==> src/rtl/mehrzyklus_alu.sv <==
// mehrzyklus_alu: multi-cycle ALU with Start/Bereit/Fertig handshake, iterative divider and square root
module mehrzyklus_alu #(
  parameter int BREITE     = 32,
  parameter int SCHIEBBITS = 5
) (
  input  logic              Clock,
  input  logic              Reset,
  input  logic [BREITE-1:0] Daten1,
  input  logic [BREITE-1:0] Daten2,
  input  logic [5:0]        FunktionsCode,
  input  logic              Start,
  output logic              Bereit,
  output logic              Fertig,
  output logic [BREITE-1:0] Ergebnis,
  output logic              DivNull
);
  localparam int CW = SCHIEBBITS + 1;
  typedef enum logic [1:0] {LEER, RECHNE_DIV, RECHNE_WURZEL, AUSGABE} zustand_t;
  zustand_t state_q, state_d;
  logic [CW-1:0] cnt_q, cnt_d;
  logic [BREITE-1:0] x_q, x_d, y_q, y_d, r_q, r_d, erg_q, erg_d;
  logic mod_q, mod_d, negq_q, negq_d, negr_q, negr_d, dz_q, dz_d;
  logic [4:0] op;
  logic uns, eq, lt, sa, sb, sq_ok;
  logic [SCHIEBBITS-1:0] sh, shn;
  logic [BREITE-1:0] simple, a_mag, b_mag, sq_r, sq_t, q_fin, r_fin;
  logic [BREITE:0] dshift, ddiff;
  always_comb begin
    op = FunktionsCode[4:0];
    uns = FunktionsCode[5];
    sh = Daten2[SCHIEBBITS-1:0];
    shn = -sh;
    eq = Daten1 == Daten2;
    lt = uns ? Daten1 < Daten2 : $signed(Daten1) < $signed(Daten2);
    sa = !uns && Daten1[BREITE-1];
    sb = !uns && Daten2[BREITE-1];
    a_mag = sa ? -Daten1 : Daten1;
    b_mag = sb ? -Daten2 : Daten2;
    simple = '0;
    case (op)
      5'b00000: simple = Daten1 + Daten2;
      5'b00001: simple = Daten1 - Daten2;
      5'b00010: simple = Daten1 * Daten2;
      5'b00110: simple = Daten1 << sh;
      5'b00111: simple = Daten1 >> sh;
      5'b01000: simple = (Daten1 << sh) | (Daten1 >> shn);
      5'b01001: simple = (Daten1 >> sh) | (Daten1 << shn);
      5'b10000: simple = BREITE'(eq);
      5'b10001: simple = BREITE'(!eq);
      5'b10010: simple = BREITE'(!lt && !eq);
      5'b10011: simple = BREITE'(!lt);
      5'b10100: simple = BREITE'(lt);
      5'b10101: simple = BREITE'(lt || eq);
      5'b11000: simple = ~Daten1;
      5'b11001: simple = Daten1 & Daten2;
      5'b11010: simple = Daten1 | Daten2;
      5'b11011: simple = Daten1 ^ Daten2;
      5'b11100: simple = ~(Daten1 ^ Daten2);
      default:  simple = '0;
    endcase
  end
  always_comb begin
    dshift = {r_q, x_q[BREITE-1]};
    ddiff = dshift - {1'b0, y_q};
    sq_r = {r_q[BREITE-3:0], x_q[BREITE-1:BREITE-2]};
    sq_t = {y_q[BREITE-3:0], 2'b01};
    sq_ok = sq_r >= sq_t;
    q_fin = negq_q ? -x_q : x_q;
    r_fin = negr_q ? -r_q : r_q;
  end
  // Magnitudes are taken in the Start cycle itself, so the divider starts iterating right away
  always_comb begin
    state_d = state_q;
    cnt_d = cnt_q;
    x_d = x_q;
    y_d = y_q;
    r_d = r_q;
    erg_d = erg_q;
    mod_d = mod_q;
    negq_d = negq_q;
    negr_d = negr_q;
    dz_d = dz_q;
    case (state_q)
      LEER: if (Start) begin
        cnt_d = '0;
        r_d = '0;
        dz_d = 1'b0;
        if (op == 5'b00011) begin
          state_d = RECHNE_WURZEL;
          x_d = Daten1;
          y_d = '0;
        end else if (op == 5'b00100 || op == 5'b00101) begin
          if (Daten2 == '0) begin
            state_d = AUSGABE;
            erg_d = op[0] ? Daten1 : '1;
            dz_d = 1'b1;
          end else begin
            state_d = RECHNE_DIV;
            x_d = a_mag;
            y_d = b_mag;
            mod_d = op[0];
            negq_d = sa ^ sb;
            negr_d = sa;
          end
        end else begin
          state_d = AUSGABE;
          erg_d = simple;
        end
      end
      RECHNE_DIV: begin
        cnt_d = cnt_q + 1'b1;
        if (cnt_q == CW'(BREITE)) begin
          state_d = AUSGABE;
          erg_d = mod_q ? r_fin : q_fin;
        end else begin
          r_d = ddiff[BREITE] ? dshift[BREITE-1:0] : ddiff[BREITE-1:0];
          x_d = {x_q[BREITE-2:0], !ddiff[BREITE]};
        end
      end
      RECHNE_WURZEL: begin
        cnt_d = cnt_q + 1'b1;
        x_d = x_q << 2;
        r_d = sq_ok ? sq_r - sq_t : sq_r;
        y_d = {y_q[BREITE-2:0], sq_ok};
        state_d = cnt_q == CW'(BREITE / 2 - 1) ? AUSGABE : RECHNE_WURZEL;
        erg_d = cnt_q == CW'(BREITE / 2 - 1) ? {y_q[BREITE-2:0], sq_ok} : erg_q;
      end
      default: state_d = LEER;
    endcase
  end
  always_ff @(posedge Clock) begin
    if (!Reset) begin
      state_q <= LEER;
      cnt_q <= '0;
      x_q <= '0;
      y_q <= '0;
      r_q <= '0;
      erg_q <= '0;
      mod_q <= 1'b0;
      negq_q <= 1'b0;
      negr_q <= 1'b0;
      dz_q <= 1'b0;
    end else begin
      state_q <= state_d;
      cnt_q <= cnt_d;
      x_q <= x_d;
      y_q <= y_d;
      r_q <= r_d;
      erg_q <= erg_d;
      mod_q <= mod_d;
      negq_q <= negq_d;
      negr_q <= negr_d;
      dz_q <= dz_d;
    end
  end
  assign Bereit = state_q == LEER;
  assign Fertig = state_q == AUSGABE;
  assign Ergebnis = erg_q;
  assign DivNull = dz_q;
endmodule

==> config.mk <==
export PLATFORM = sky130hd
export DESIGN_NAME = mehrzyklus_alu
export DESIGN_NICKNAME = d
export VERILOG_FILES = /design/src/rtl/mehrzyklus_alu.sv
export SDC_FILE = /design/constraint.sdc
export NUM_CORES = 2
export LEC_CHECK = 0
export CAP_MARGIN = 20
export CORE_UTILIZATION = 30
export CTS_CLUSTER_DIAMETER = 30
export DETAILED_ROUTE_END_ITERATION = 6
export DONT_BUFFER_PORTS = 1
export SYNTH_ARGS = -nofsm -noshare
export SYNTH_HDL_FRONTEND = slang
export SYNTH_SLANG_ARGS = --single-unit
==> constraint.sdc <==
create_clock -name Clock -period 11.1 [get_ports Clock]
set_input_delay 1.11 -clock Clock [delete_from_list [all_inputs] [get_ports Clock]]
set_output_delay 1.11 -clock Clock [all_outputs]
set_load 0.01 [all_outputs]
======== After elaboration in Yosys (flattened, before gate mapping) ========
Cells that the tools add are included.
operators by class
  add/sub/neg operators ................... 10
  mux-type cells .......................... 43
  order comparisons ....................... 3
  multiply operators ...................... 1
  bitwise logic cells ..................... 10
  shifts and indexed selects .............. 4
  reduce and logical (&&, ||, !) cells .... 24
  equality and inequality tests ........... 34
operators by type and width
  kind                count
  $mux 32             25
  $pmux 32 s18        1
  $pmux 32 s3         3
  $neg 32->32         4
  $or 32x32->32       3
  $lt 32x32->1        2
  $not 32->32         2
  $pmux 32 s2         1
  $shl 32x5->32       2
  $shr 32x5->32       2
  $sub 32x32->32      2
  $eq 5x5->1 const B  11
  $sub 33x32->33      1
  $add 32x32->32      1
  $and 32x32->32      1
  $eq 32x32->1        1
  $ge 32x32->1        1
  $logic_not 32->1    1
  $mul 32x32->32      1
  $xor 32x32->32      1
  $eq 5x3->1 const B  4
  $pmux 6 s2          1
  $eq 5x2->1 const B  2
  $eq 5x4->1 const B  2
  30 further kinds    54
storage, ports and cells
  output and inout port bits .............. 35
  logic and storage cells ................. 139
  bits in registers ....................... 140
  input bits .............................. 73

======== Logic depth before layout (Yosys ltp) ========
  depth after elaboration ................. 9
  gate-level depth with buffers ........... 31

======== Worst setup path after synthesis ========
Ideal clock, no wire load.
  kind .................................... input port to flip-flop
  start point ............................. input Daten2[3]
  end point ............................... register erg_q[31], in the netlist Ergebnis[31]
  arrival time ............................ 8.511 ns
  setup slack ............................. 2.465 ns
  cell stages on the path ................. 29
  path buffers ............................ 4
  cell sequence ........................... clkbuf_1 -> inv_1 -> buf_1 -> clkbuf_1 -> buf_1 -> nor2_1 -> fa_1 -> inv_1 -> fa_1 -> fa_1 -> fa_1 -> inv_1 -> fa_1 -> inv_1 -> fa_1 -> inv_1 -> fa_1 -> fa_1 -> ha_1 -> a21o_1 -> nand3_1 -> a21oi_1 -> a2111oi_0 -> o211a_1 -> nor2_1 -> a31oi_1 -> xnor2_1 -> a221oi_2 -> o22ai_1
on the way
  cells in the longest elaborated chain, start to end .. 8
ends and longest elaborated chain
  what                                                                    line  source
  start, declared                                                         9     input logic [BREITE-1:0] Daten2,
  parallel branches: the longest is 8 deep, another holds $mul 32x32->32  --
  end signal, assigned                                                    149   erg_q <= erg_d;
  end, declared                                                           21    logic [BREITE-1:0] x_q, x_d, y_q, y_d, r_q, r_d, erg_q, erg_d;
Parallel ways; which one is timed is not known. The select of a mux whose other input is x is not followed.
A chain may end at the register's enable or synchronous reset.

======== Worst setup path in the final report ========
  start point ............................. input Daten2[2]
  end point ............................... register erg_q[28], in the netlist Ergebnis[28]
Same word-level chain as after synthesis.

==> summary.md <==
| Metric | Value |
|---|---|
| CP Cell Sequence | `inv_2 > buf_4 > nor2_1 > fa_1 > inv_1 > fa_1 > fa_1 > fa_1 > inv_1 > ha_1 > ha_1 > fa_1 > fa_1 > ha_1 > o21a_1 > o21a_1 > o211a_1 > a211oi_1 > a2bb2oi_1 > a21boi_0 > o32ai_1 > nand2_1 > a211oi_1` |
| RSZ-0062 raised after global routing | `false` |
| Die Span Y | `368 um` |
| First-pass detailed-route iteration total | `6` |
| Mean area per synthesized cell | `7.55 um^2` |
| Root Buffer Master | `clkbuf_16` |
| Core Rows | `133` |
| Post-route setup TNS | `0 ns` |
| Min cycle time layout | `8.78 ns` |
| Post-DP Area | `41500 um^2` |
| Die ar. | `135000 um^2` |
| Max Clk Rate | `114 MHz` |
| Largest net degree at the start of global routing | `118` |
| CTS tree | `built` |
| Final Slew Violations | `0` |
| Postcts setup bufs | `0` |
| Post-CTS Hold Fix Bufs | `0` |
| Seq/Total Area, Yosys | `0.0699` |
| Hold endpoint | `Ergebnis[3]` |
| Starting Density | `0.304` |
| NumNets Final | `5788` |
| Initial antenna violation count | `5` |
| Starting DRC count in detailed routing | `6255` |
| Layout cell share with drive strength beyond 1 | `0.0577` |
| Worst EP arrival | `9.16 ns` |
| I/O Buffers | `0` |
| Clk_lat worst skew | `0.46 ns` |
| Cells resized by post-CTS repair | `0` |
| GPL Wtd Cong | `1.04` |
| Syn Nets | `6089` |
| Max-slew headroom | `0.183` |
| Area growth, synth to finish | `5.11%` |
| Dominant synthesized flop cell | `dfxtp_1` |
| Core box area | `132000 um^2` |
| Num ports | `108` |
| Worst path max stage delay | `0.67 ns` |
| WL/cell | `30.6 um` |
| Post-synth EDFFs | `0` |
| Crit share post-route | `0.791` |
| Worst path bufs/invs | `4` |
| First-pass GRT wire length | `296000 um` |
| FFs w/ async S/R, synth | `0` |
| Clk pin slew, worst setup/hold paths | `0.06 ns` |
| Die width | `368 um` |
| Post-synth cell types | `87` |
| Crit end category | `register` |
| Vias in the first global route | `40.6k` |
| Final Hold Vio Count | `0` |
| Mapped Area | `40100 um^2` |
| R2R cell count | `15` |
| R2R Setup Slk | `6.32 ns` |
| DRC Markers | `0` |
| Kind of critical path | `in -> reg` |
| Final setup fails | `0` |
| Synth Instances | `5311` |
| Max clock buf depth | `2` |
| Worst-Margin Slew | `1.21 ns` |
| HPWL Detailed | `156000 um` |
| H-tree depth | `4` |
| Commonest non-fill, non-tap cells in the layout | `nor2_1, nand2_1, inv_1, fa_1, a21oi_1` |
| CTS Sinks | `140` |
| Most common cell after layout, fill and taps aside | `nor2_1` |
| Worst Hold Depth | `2` |
| Final Skew | `0.0161 ns` |
| Vias | `42.0k` |
| Reg2reg end | `r_q[3]` |
| HP Class | `reg -> reg` |
| Critical Path Fanout Max | `72` |
| Max-cap violations | `0` |
| Drt total wl | `207000 um` |
| Total CTS buffers | `17` |
| Vias/cell | `6.19` |
| Post-route cell area | `42200 um^2` |
| GRT Resource Usage Total | `0.298` |
| Ys Warns | `0` |
| Seq cells post-synth | `140` |
| Crit-path leading delay family | `adder cells` |
| Critical Path RT | `11.48 ns` |
| Antenna viol nets, final | `0` |
| Origin of the critical flop-to-flop path | `x_q[31]` |
| Status | `completed` |
| Top cell by count, worst path | `fa_1` |
| Crit path launch type | `primary input` |
| Worst Hold Launch | `Ergebnis[3]` |
| Crit-path slowest cell | `a2bb2oi_1` |
| GRT Residual Overflow | `0` |
==> how the worst max path moves through the flow <==
stage	depth (start not counted)	slack, ns	from	to
after floorplan	29	2.47	Daten2[3]	Ergebnis[31]
after global placement	21	2.04	Daten2[14]	Ergebnis[26]
after detailed placement	21	1.98	Daten2[14]	Ergebnis[26]
after CTS	21	2.47	Daten2[14]	Ergebnis[26]
after global routing	23	2.06	Daten2[2]	Ergebnis[28]
final	23	2.32	Daten2[2]	Ergebnis[28]
==> state kept, by name, summed over array words and instances (netlist names) <==
name,cells
cnt_q,6
mod_q,1
negq_q,1
y_q,32
r_q,32
negr_q,1
x_q,32
DivNull,1
Ergebnis,32
state_q,2
==> metal layers <==
metal	GRT usage	part of all wire	up-vias
met5	0	0.00015	-
met4	0.144	0.055	4
met3	0.104	0.14	527
met2	0.428	0.41	2941
met1	0.394	0.40	20900
li1	-	-	17600
==> cells by family (layout without fill, tap and decap cells) <==
family / count (synthesis) / count (layout) / synth area share
DFF: 140 / 140 / 0.0699
AOI/OAI and AO/OA: 1303 / 1303 / 0.218
muxes: 241 / 241 / 0.0824
xor gates and xnor gates: 291 / 291 / 0.0635
buffers and inverters: 959 / 671 / 0.0908
other: 0 / 5 / 0
adders and majority gates: 705 / 705 / 0.297
and+or+nand+nor: 1672 / 1672 / 0.178
==> cells in the mapped netlist (all sizes together) (12+ instances only) <==
cell type | number | area share
a311oi | 23 | 0.0050
fa | 411 | 0.21
dfxtp | 140 | 0.070
o41ai | 21 | 0.0051
buf | 83 | 0.0088
nor3 | 77 | 0.0096
mux2i | 141 | 0.035
o221ai | 47 | 0.010
nand4 | 23 | 0.0036
nor2b | 26 | 0.0041
mux2 | 32 | 0.0090
xor2 | 81 | 0.018
a21oi | 308 | 0.038
xnor2 | 210 | 0.046
clkinv | 19 | 0.0018
nand2b | 36 | 0.0056
o31ai | 42 | 0.0079
a211oi | 71 | 0.013
nor4 | 28 | 0.0047
o22ai | 41 | 0.0064
a221oi | 46 | 0.011
or4 | 12 | 0.0025
a221o | 20 | 0.0050
and2 | 16 | 0.0025
o21ai | 250 | 0.031
a31oi | 56 | 0.0087
clkbuf | 325 | 0.030
a21o | 55 | 0.010
a211o | 23 | 0.0050
a22oi | 43 | 0.0080
nand3 | 60 | 0.0075
or2 | 18 | 0.0028
o2111ai | 18 | 0.0039
nand2 | 623 | 0.058
and3 | 25 | 0.0039
mux4 | 68 | 0.038
inv | 532 | 0.050
o211ai | 86 | 0.016
o21a | 27 | 0.0051
a22o | 14 | 0.0031
nor2 | 675 | 0.063
or3 | 29 | 0.0048
ha | 294 | 0.092
o21bai | 18 | 0.0036
a2111oi | 17 | 0.0037
==> through the flow <==
step           cells   util  hold slack (ns)  setup slack, ns
2_1_floorplan   5311      -            0.470             2.47
3_3_place_gp    6743  0.314            0.492             2.04
3_5_place_dp    6744  0.314            0.497             1.98
4_1_cts         6776  0.319            0.505             2.47
5_1_grt         6778  0.319            0.535             2.06
6_report        6783  0.319            0.509             2.32
==> cell type report <==
class | instances | area (um^2)
sequential | 140 | 2800
multi-input combinational | 4212 | 33800
timing repair buffer | 88 | 664
tap | 1755 | 2200
clock inverter | 10 | 140
fill | 14200 | 90000
antenna | 5 | 12.5
inverter | 551 | 2070
clock buffer | 22 | 454
==> worst min-delay path: stages (launching register included) <==
cell,delay [ns]
dfxtp_1,0.34
nand2_1,0.07
a21oi_1,0.05
Power is left out: the tool's default activity adds up to more than one toggle a clock period on the data nets, which glitch-free logic cannot reach.
